==> src/rtl/acc_seq_pkg.sv <==
// Shared types and constants for the accumulator command sequencer.
package acc_seq_pkg;

    localparam int unsigned ACC_W     = 8;
    localparam int unsigned ACC_IMM_W = 4;

    // Command codes carried on cmd_op.
    typedef enum logic [1:0] {
        OP_NOP = 2'd0,
        OP_REG = 2'd1,
        OP_ALU = 2'd2,
        OP_IMM = 2'd3
    } acc_op_e;

    // Sequencer states. The top keeps its state register as plain logic.
    typedef enum logic [1:0] {
        S_IDLE   = 2'd0,
        S_ISSUE  = 2'd1,
        S_IMM_LO = 2'd2,
        S_IMM_HI = 2'd3
    } acc_state_e;

endpackage

==> src/rtl/acc_seq_ctrl_if.sv <==
// Command handshake between the decode stage (master) and the sequencer (slave).
interface acc_seq_ctrl_if #(
    parameter int unsigned W = 8
) ();

    logic         cmd_valid;
    logic         cmd_ready;
    logic [1:0]   cmd_op;
    logic [W-1:0] cmd_data;

    modport master (
        output cmd_valid,
        output cmd_op,
        output cmd_data,
        input  cmd_ready
    );

    modport slave (
        input  cmd_valid,
        input  cmd_op,
        input  cmd_data,
        output cmd_ready
    );

endinterface

==> src/rtl/acc_seq_perf.sv <==
// Saturating write and stall counters for the sequencer.
// Only instantiated when ACC_SEQ_PERF_EN is defined.
module acc_seq_perf (
    input  logic        clk,
    input  logic        Reset,
    input  logic        write_en_i,
    input  logic        stall_i,
    output logic [15:0] perf_writes_o,
    output logic [15:0] perf_stall_o
);

    logic [15:0] writes_q, writes_d;
    logic [15:0] stall_q, stall_d;

    // Next-state: count up, holding at all-ones.
    always_comb begin
        writes_d = writes_q;
        stall_d  = stall_q;
        if (write_en_i && (writes_q != 16'hFFFF)) writes_d = writes_q + 16'd1;
        if (stall_i && (stall_q != 16'hFFFF))     stall_d  = stall_q + 16'd1;
    end

    // Counter registers.
    always_ff @(posedge clk or negedge Reset) begin
        if (!Reset) begin
            writes_q <= '0;
            stall_q  <= '0;
        end else begin
            writes_q <= writes_d;
            stall_q  <= stall_d;
        end
    end

    assign perf_writes_o = writes_q;
    assign perf_stall_o  = stall_q;

endmodule

==> src/rtl/acc_seq_ctrl.sv <==
// Accumulator command sequencer: turns handshaked micro-commands into registered
// accumulator write/select controls; LOAD_IMM is split into low then high nibble.
// Optional macro ACC_SEQ_PERF_EN adds perf_writes / perf_stall counters.
module acc_seq_ctrl
    import acc_seq_pkg::*;
#(
    parameter int unsigned W     = ACC_W,
    parameter int unsigned IMM_W = ACC_IMM_W
) (
    input  logic             clk,
    input  logic             Reset,
    acc_seq_ctrl_if.slave    cmd,
    output logic             done,
    output logic             Write_En,
    output logic             From_Reg,
    output logic             From_Imm,
    output logic             From_ALU,
    output logic             Load_Hi,
    output logic [W-1:0]     RegInput,
    output logic [W-1:0]     ALUInput,
    output logic [IMM_W-1:0] Imm_in
`ifdef ACC_SEQ_PERF_EN
    ,
    output logic [15:0]      perf_writes,
    output logic [15:0]      perf_stall
`endif
);

    localparam logic [1:0] ST_IDLE   = S_IDLE;
    localparam logic [1:0] ST_ISSUE  = S_ISSUE;
    localparam logic [1:0] ST_IMM_LO = S_IMM_LO;
    localparam logic [1:0] ST_IMM_HI = S_IMM_HI;

    logic [1:0]       state_q, state_d;
    logic             write_en_q, write_en_d;
    logic             from_reg_q, from_reg_d;
    logic             from_imm_q, from_imm_d;
    logic             from_alu_q, from_alu_d;
    logic             load_hi_q, load_hi_d;
    logic             done_q, done_d;
    logic [W-1:0]     reg_input_q, reg_input_d;
    logic [W-1:0]     alu_input_q, alu_input_d;
    logic [IMM_W-1:0] imm_in_q, imm_in_d;
    logic [IMM_W-1:0] data_hi_q, data_hi_d;  // high nibble parked for the IMM_HI write
    logic             accept;

    // Ready depends on state only; the IMM_LO cycle is the single stall slot.
    assign cmd.cmd_ready = (state_q != ST_IMM_LO);
    assign accept        = cmd.cmd_valid && cmd.cmd_ready;

    // Next-state and next-output decode; outputs describe the state being entered.
    always_comb begin
        state_d     = ST_IDLE;
        write_en_d  = 1'b0;
        from_reg_d  = 1'b0;
        from_imm_d  = 1'b0;
        from_alu_d  = 1'b0;
        load_hi_d   = 1'b0;
        done_d      = 1'b0;
        reg_input_d = reg_input_q;
        alu_input_d = alu_input_q;
        imm_in_d    = imm_in_q;
        data_hi_d   = data_hi_q;
        if (state_q == ST_IMM_LO) begin
            state_d    = ST_IMM_HI;
            write_en_d = 1'b1;
            from_imm_d = 1'b1;
            load_hi_d  = 1'b1;
            done_d     = 1'b1;
            imm_in_d   = data_hi_q;
        end else if (accept) begin
            // IDLE, ISSUE and IMM_HI all dispatch the same way.
            case (cmd.cmd_op)
                OP_REG: begin
                    state_d     = ST_ISSUE;
                    write_en_d  = 1'b1;
                    from_reg_d  = 1'b1;
                    done_d      = 1'b1;
                    reg_input_d = cmd.cmd_data;
                end
                OP_ALU: begin
                    state_d     = ST_ISSUE;
                    write_en_d  = 1'b1;
                    from_alu_d  = 1'b1;
                    done_d      = 1'b1;
                    alu_input_d = cmd.cmd_data;
                end
                OP_IMM: begin
                    state_d    = ST_IMM_LO;
                    write_en_d = 1'b1;
                    from_imm_d = 1'b1;
                    imm_in_d   = cmd.cmd_data[IMM_W-1:0];
                    data_hi_d  = cmd.cmd_data[W-1:IMM_W];
                end
                default: state_d = ST_IDLE;  // NOP
            endcase
        end
    end

    // State and registered accumulator controls.
    always_ff @(posedge clk or negedge Reset) begin
        if (!Reset) begin
            state_q     <= ST_IDLE;
            write_en_q  <= 1'b0;
            from_reg_q  <= 1'b0;
            from_imm_q  <= 1'b0;
            from_alu_q  <= 1'b0;
            load_hi_q   <= 1'b0;
            done_q      <= 1'b0;
            reg_input_q <= '0;
            alu_input_q <= '0;
            imm_in_q    <= '0;
            data_hi_q   <= '0;
        end else begin
            state_q     <= state_d;
            write_en_q  <= write_en_d;
            from_reg_q  <= from_reg_d;
            from_imm_q  <= from_imm_d;
            from_alu_q  <= from_alu_d;
            load_hi_q   <= load_hi_d;
            done_q      <= done_d;
            reg_input_q <= reg_input_d;
            alu_input_q <= alu_input_d;
            imm_in_q    <= imm_in_d;
            data_hi_q   <= data_hi_d;
        end
    end

    assign Write_En = write_en_q;
    assign From_Reg = from_reg_q;
    assign From_Imm = from_imm_q;
    assign From_ALU = from_alu_q;
    assign Load_Hi  = load_hi_q;
    assign done     = done_q;
    assign RegInput = reg_input_q;
    assign ALUInput = alu_input_q;
    assign Imm_in   = imm_in_q;

`ifdef ACC_SEQ_PERF_EN
    acc_seq_perf u_perf (
        .clk           (clk),
        .Reset         (Reset),
        .write_en_i    (write_en_q),
        .stall_i       (cmd.cmd_valid && !cmd.cmd_ready),
        .perf_writes_o (perf_writes),
        .perf_stall_o  (perf_stall)
    );
`endif

endmodule

==> src/flat_wrapper.sv <==
// flat-port wrapper written by rule: the top's interface ports become plain ports
module acc_seq_ctrl_flat import acc_seq_pkg::*;
#(
    parameter int unsigned W     = ACC_W,
    parameter int unsigned IMM_W = ACC_IMM_W
)
  (clk, Reset, done, Write_En, From_Reg, From_Imm, From_ALU, Load_Hi, RegInput, ALUInput, Imm_in, cmd_cmd_valid, cmd_cmd_op, cmd_cmd_data, cmd_cmd_ready);
  acc_seq_ctrl_if #(.W(W)) cmd_i ();
  input  logic clk;
  input  logic Reset;
  output logic done;
  output logic Write_En;
  output logic From_Reg;
  output logic From_Imm;
  output logic From_ALU;
  output logic Load_Hi;
  output logic [W-1:0] RegInput;
  output logic [W-1:0] ALUInput;
  output logic [IMM_W-1:0] Imm_in;
  input wire logic [$bits(cmd_i.cmd_valid)-1:0] cmd_cmd_valid;
  input wire logic [$bits(cmd_i.cmd_op)-1:0] cmd_cmd_op;
  input wire logic [$bits(cmd_i.cmd_data)-1:0] cmd_cmd_data;
  output wire logic [$bits(cmd_i.cmd_ready)-1:0] cmd_cmd_ready;
  assign cmd_i.cmd_valid = cmd_cmd_valid;
  assign cmd_i.cmd_op = cmd_cmd_op;
  assign cmd_i.cmd_data = cmd_cmd_data;
  assign cmd_cmd_ready = cmd_i.cmd_ready;
  acc_seq_ctrl #(.W(W), .IMM_W(IMM_W)) u_core (.clk(clk), .Reset(Reset), .cmd(cmd_i), .done(done), .Write_En(Write_En), .From_Reg(From_Reg), .From_Imm(From_Imm), .From_ALU(From_ALU), .Load_Hi(Load_Hi), .RegInput(RegInput), .ALUInput(ALUInput), .Imm_in(Imm_in));
endmodule
==> config.mk <==
export PLATFORM = sky130hd
export DESIGN_NAME = acc_seq_ctrl_flat
export DESIGN_NICKNAME = d
export VERILOG_FILES = /design/src/rtl/acc_seq_pkg.sv /design/src/rtl/acc_seq_ctrl_if.sv /design/src/rtl/acc_seq_perf.sv /design/src/rtl/acc_seq_ctrl.sv /design/src/flat_wrapper.sv
export SDC_FILE = /design/constraint.sdc
export NUM_CORES = 1
export LEC_CHECK = 0
export BUFFER_PORTS_ARGS = -buffer_cell sky130_fd_sc_hd__buf_2
export CAP_MARGIN = 10
export CELL_PAD_IN_SITES_DETAIL_PLACEMENT = 0
export CELL_PAD_IN_SITES_GLOBAL_PLACEMENT = 2
export CORE_MARGIN = 1
export CORE_UTILIZATION = 35
export DETAILED_ROUTE_END_ITERATION = 8
export PLACE_DENSITY = 0.83
export SETUP_SLACK_MARGIN = 0.3
export SYNTH_ARGS = -nofsm -noshare
export SYNTH_HDL_FRONTEND = slang
export SYNTH_SLANG_ARGS = --single-unit
==> constraint.sdc <==
create_clock -name clk -period 2.01 [get_ports clk]
set_clock_uncertainty 0.1 [all_clocks]
set_input_delay 0.3015 -clock clk [delete_from_list [all_inputs] [get_ports clk]]
set_output_delay 0.3015 -clock clk [all_outputs]
set_load 0.02 [all_outputs]
# Word level (Yosys, flattened, before mapping)
# Cells that the tools add are included.
[totals]
register_bits = 32
in_bits = 13
out_inout_bits = 27
elab_cells = 48
[op_classes]
eq_ne = 5
muxes = 22
bitwise = 1
reduce_logical = 9
[op_table]
columns = ["cell", "count"]
rows = [
  ["2-to-1 mux 1 bit", 16],
  ["2-to-1 mux 4 bit", 3],
  ["AND reduction 3 bit", 3],
  ["equality test 2 bit, second input constant", 3],
  ["2-to-1 mux 2 bit", 2],
  ["case mux 2 bit (2 select lines)", 1],
  ["nonzero test 2 bit", 2],
  ["OR reduction 3 bit", 1],
  ["equality test 2 x 1 -> 1 bit, second input constant", 1],
  ["!= test 2 bit, second input constant", 1],
  ["AND reduction 2 bit", 1],
  ["OR reduction 2 bit", 1],
  ["logical AND 1 bit", 1],
  ["NOT 1 bit", 1],
]

# Logic depth before layout (Yosys ltp)
[logic_depth]
depth_word = 5
depth_mapped = 4

# Worst setup path before layout
# Ideal clock, no wire load.
[synth_path]
kind = "flip-flop to flip-flop"
from = "register, netlist name u_core.done"
to = "register u_core.alu_input_q[0], in the netlist u_core.ALUInput[0]"
setup_ns = 0.125
arrival_ns = 1.209
required_ns = 1.785
path_slack_ns = 0.576
path_stages_with_launch = 5
period_less_slack_ns = 1.434
cell_sequence = "dfrtp_1 > nor2b_4 > inv_6 > nand3_4 > mux2_4"
[synth_lines]
columns = ["element", "line_no", "source"]
rows = [
  ["end signal, assigned", "acc_seq_ctrl.sv:123", "alu_input_q <= alu_input_d;"],
  ["end, declared", "acc_seq_ctrl.sv:42", "logic [W-1:0] alu_input_q, alu_input_d;"],
]

==> key figures <==
Global route
  • Global route overflow: 0
  • Initial antenna violation count: 0
  • Total track usage: 0.1323
  • Met3 global-route usage: 0.04225
  • Vias in the first global route: 833
  • M2 GR Usage: 0.1836
  • Largest net degree at the start of global routing: 32
  • GR peak layer: met2
  • M1 GR Usage: 0.1693
  • First-pass GRT wire length: 3.946 mm

Final layout
  • Layout area overhead: 23.12%
  • Finished Core Util: 0.4572
  • Diodes inserted: 0
  • Commonest non-fill, non-tap cell in the layout: buf_2
  • Multi-input gate area: 550.5 um2
  • Layout Nets: 151
  • Register Area: 775.7 um2
  • Most frequent cells in the layout: 39 x buf_2, 31 x dfrtp_1, 20 x mux2_4, 9 x nand2_1
  • Layout cells sized above 1: 0.5379
  • # fillers: 361

STA
  • Final slew viol count: 0
  • Final hold vios: 0
  • Final period util: 0.7248
  • Max-slew headroom: 0.5627
  • Worst-margin pin slew: 0.6560 ns
  • Setup TNS: 0 ns
  • Fin crit period: 1.457 ns
  • RSZ-0062 raised after global routing: false
  • Fmax achieved: 686.4 MHz
  • Endpoints failing setup: 0

Floorplan
  • Die Width: 64.80 um
  • Initial Utilization: 0.3714
  • Die height: 64.80 um
  • Die area: 0.004198 mm2
  • Core Area: 0.003716 mm2
  • I/O pin count: 40
  • Core Rows: 22

Status
  • Status: finished, final reports clean

Power
  • Switch Pwr: 0.6114 mW
  • Clock power share: 0.223
  • Internal: 1.295 mW
  • Leakage power: 0.9280 nW
  • Net Sw Frac: 0.3207
  • Seq pwr share: 0.454
  • Worst vdd rail ir drop: 315.2 uV
  • PD cells: 1122 mW/mm2
  • Combinational Power Share: 0.323

CTS
  • Clock Tree Root: clkbuf_8
  • CTS buffer count: 5
  • Post-CTS Setup Inserts: 0
  • H-tree depth: 2
  • Reg clk slew, reported paths: 0.05 ns
  • Maximum clock insertion buffer count: 2
  • CTS tree: done
  • CTS sink cnt: 31
  • Hold-fix buffers at CTS: 1
  • CTS resizes: 0
  • Clock Latency Late Sink: 0.27 ns

Drt
  • Final wirelength: 2.342 mm
  • Drt pass-1 iters: 2
  • Routed vias: 793
  • DRC: 0
  • Antenna-violating nets left: 0
  • Initial DRC Count: 20
  • Routed vias/inst: 4.406
  • Routed length per instance: 13.01 um

Setup path
  • Max stage delay on crit path: 0.40 ns
  • Req. time, crit path: 1.61 ns
  • Delay-heaviest family, CP: flip-flops
  • Crit Path Max Fanout: 7
  • Crit path buf inv count: 2
  • Critical Path Source Type: flip-flop
  • Setup CP Type: reg -> out
  • Critical-path cell list: nor2b_4, inv_6, buf_2
  • Slowest-stage cell, CP: dfrtp_1
  • Crit path DAT: 1.06 ns
  • CP endpoint kind: output pin

Synth
  • Mapped Avg Cell Area: 15.86 um2
  • Syn Nets: 105
  • Sequential fraction of the synthesis area: 0.5621
  • Synth top area cells: dfrtp_1 56%, mux2_4 22%, ha_1 4.5%
  • Instance count of the mapped netlist: 87
  • Number of synthesized register bits: 31
  • Mapped Area: 0.001380 mm2
  • Cell taking the most area after synthesis: dfrtp_1
  • Distinct cells, synth: 15
  • Post-synth top area share: 0.5621
  • Total number of yosys warnings: 0

Placement
  • # port buffers: 39
  • Gp weighted congestion: 0.7272
  • Post-DP HPWL: 1.700 mm

Job
  • Max-cap viol count: 0

Min path
  • Worst Hold Class: in -> reg
layer usage:
layer,wire length (um),up-vias
met4,63,0
met5,0,-
met1,1101,376
met2,1002,34
met3,175,5
li1,-,378
cells in the mapped netlist (all sizes together):
cell type and n:
ha 5, buf 2, nor2 1, dfrtp 31, nor2b 1, o21ai 5, nand3 2, inv 6
mux2i 4, nand2 10, mux2 20
power groups by stage:
stage	combinational, mW	clock, mW	sequential (mW)
4_1_cts	0.625	0.443	0.869
3_3_place_gp	0.614	0	0.871
6_report	0.615	0.425	0.865
2_1_floorplan	0.262	0	1.03
3_5_place_dp	0.624	0	0.875
5_1_grt	0.664	0.478	0.885
sequential cells by signal, indices dropped and copies added (netlist names):
name	count
u_core.ALUInput	8
u_core.From_ALU	1
u_core.From_Imm	1
u_core.From_Reg	1
u_core.Imm_in	4
u_core.Load_Hi	1
u_core.RegInput	8
u_core.Write_En	1
u_core.data_hi_q	4
u_core.done	1
u_core.state_q	1
logic make-up after synthesis:
| group | synth area share |
|---|---|
| compound gates | 0.01813 |
| fa+ha+maj | 0.04533 |
| buf+inv | 0.03898 |
| flops | 0.5621 |
| mux | 0.2466 |
| simple gates | 0.08884 |
through the flow:
stage	hold slack (ns)	power [mW]	instances	setup WS [ns]	instance area (um2)
after floorplan	-0.09409	1.295	87	0.5758	1380
final	0.1937	1.906	180	0.5532	1699
after CTS	0.1823	1.937	180	0.5335	1699
after global placement	0.2676	1.486	173	0.5457	1617
after detailed placement	0.2712	1.500	173	0.5250	1617
after global routing	0.1840	2.028	180	0.5090	1699
final timing paths:
| check | startpoint | to | slack, ns | cells after the start |
|---|---|---|---|---|
| worst min register to register | u_core.data_hi_q[0] | u_core.Imm_in[0] | 0.39 | 2 |
| worst max register to register | u_core.done | u_core.RegInput[1] | 0.64 | 4 |
| worst min-delay path | cmd_cmd_data[3] | u_core.ALUInput[3] | 0.19 | 2 |
| min in group asynchronous | Reset | u_core.Load_Hi | 0.49 | 2 |
| max in group asynchronous | Reset | u_core.ALUInput[3] | 0.89 | 2 |
| worst max-delay path | u_core.done | cmd_cmd_ready | 0.55 | 3 |
cell type report:
class	instances	share of cell area
Clock buffer	6	0.04271
Inverter	6	0.01620
Multi-Input combinational cell	48	0.3240
Sequential cell	31	0.4566
Tap cell	48	0.03535
Timing Repair Buffer	41	0.1252
(Power assumes the default switching activity.)
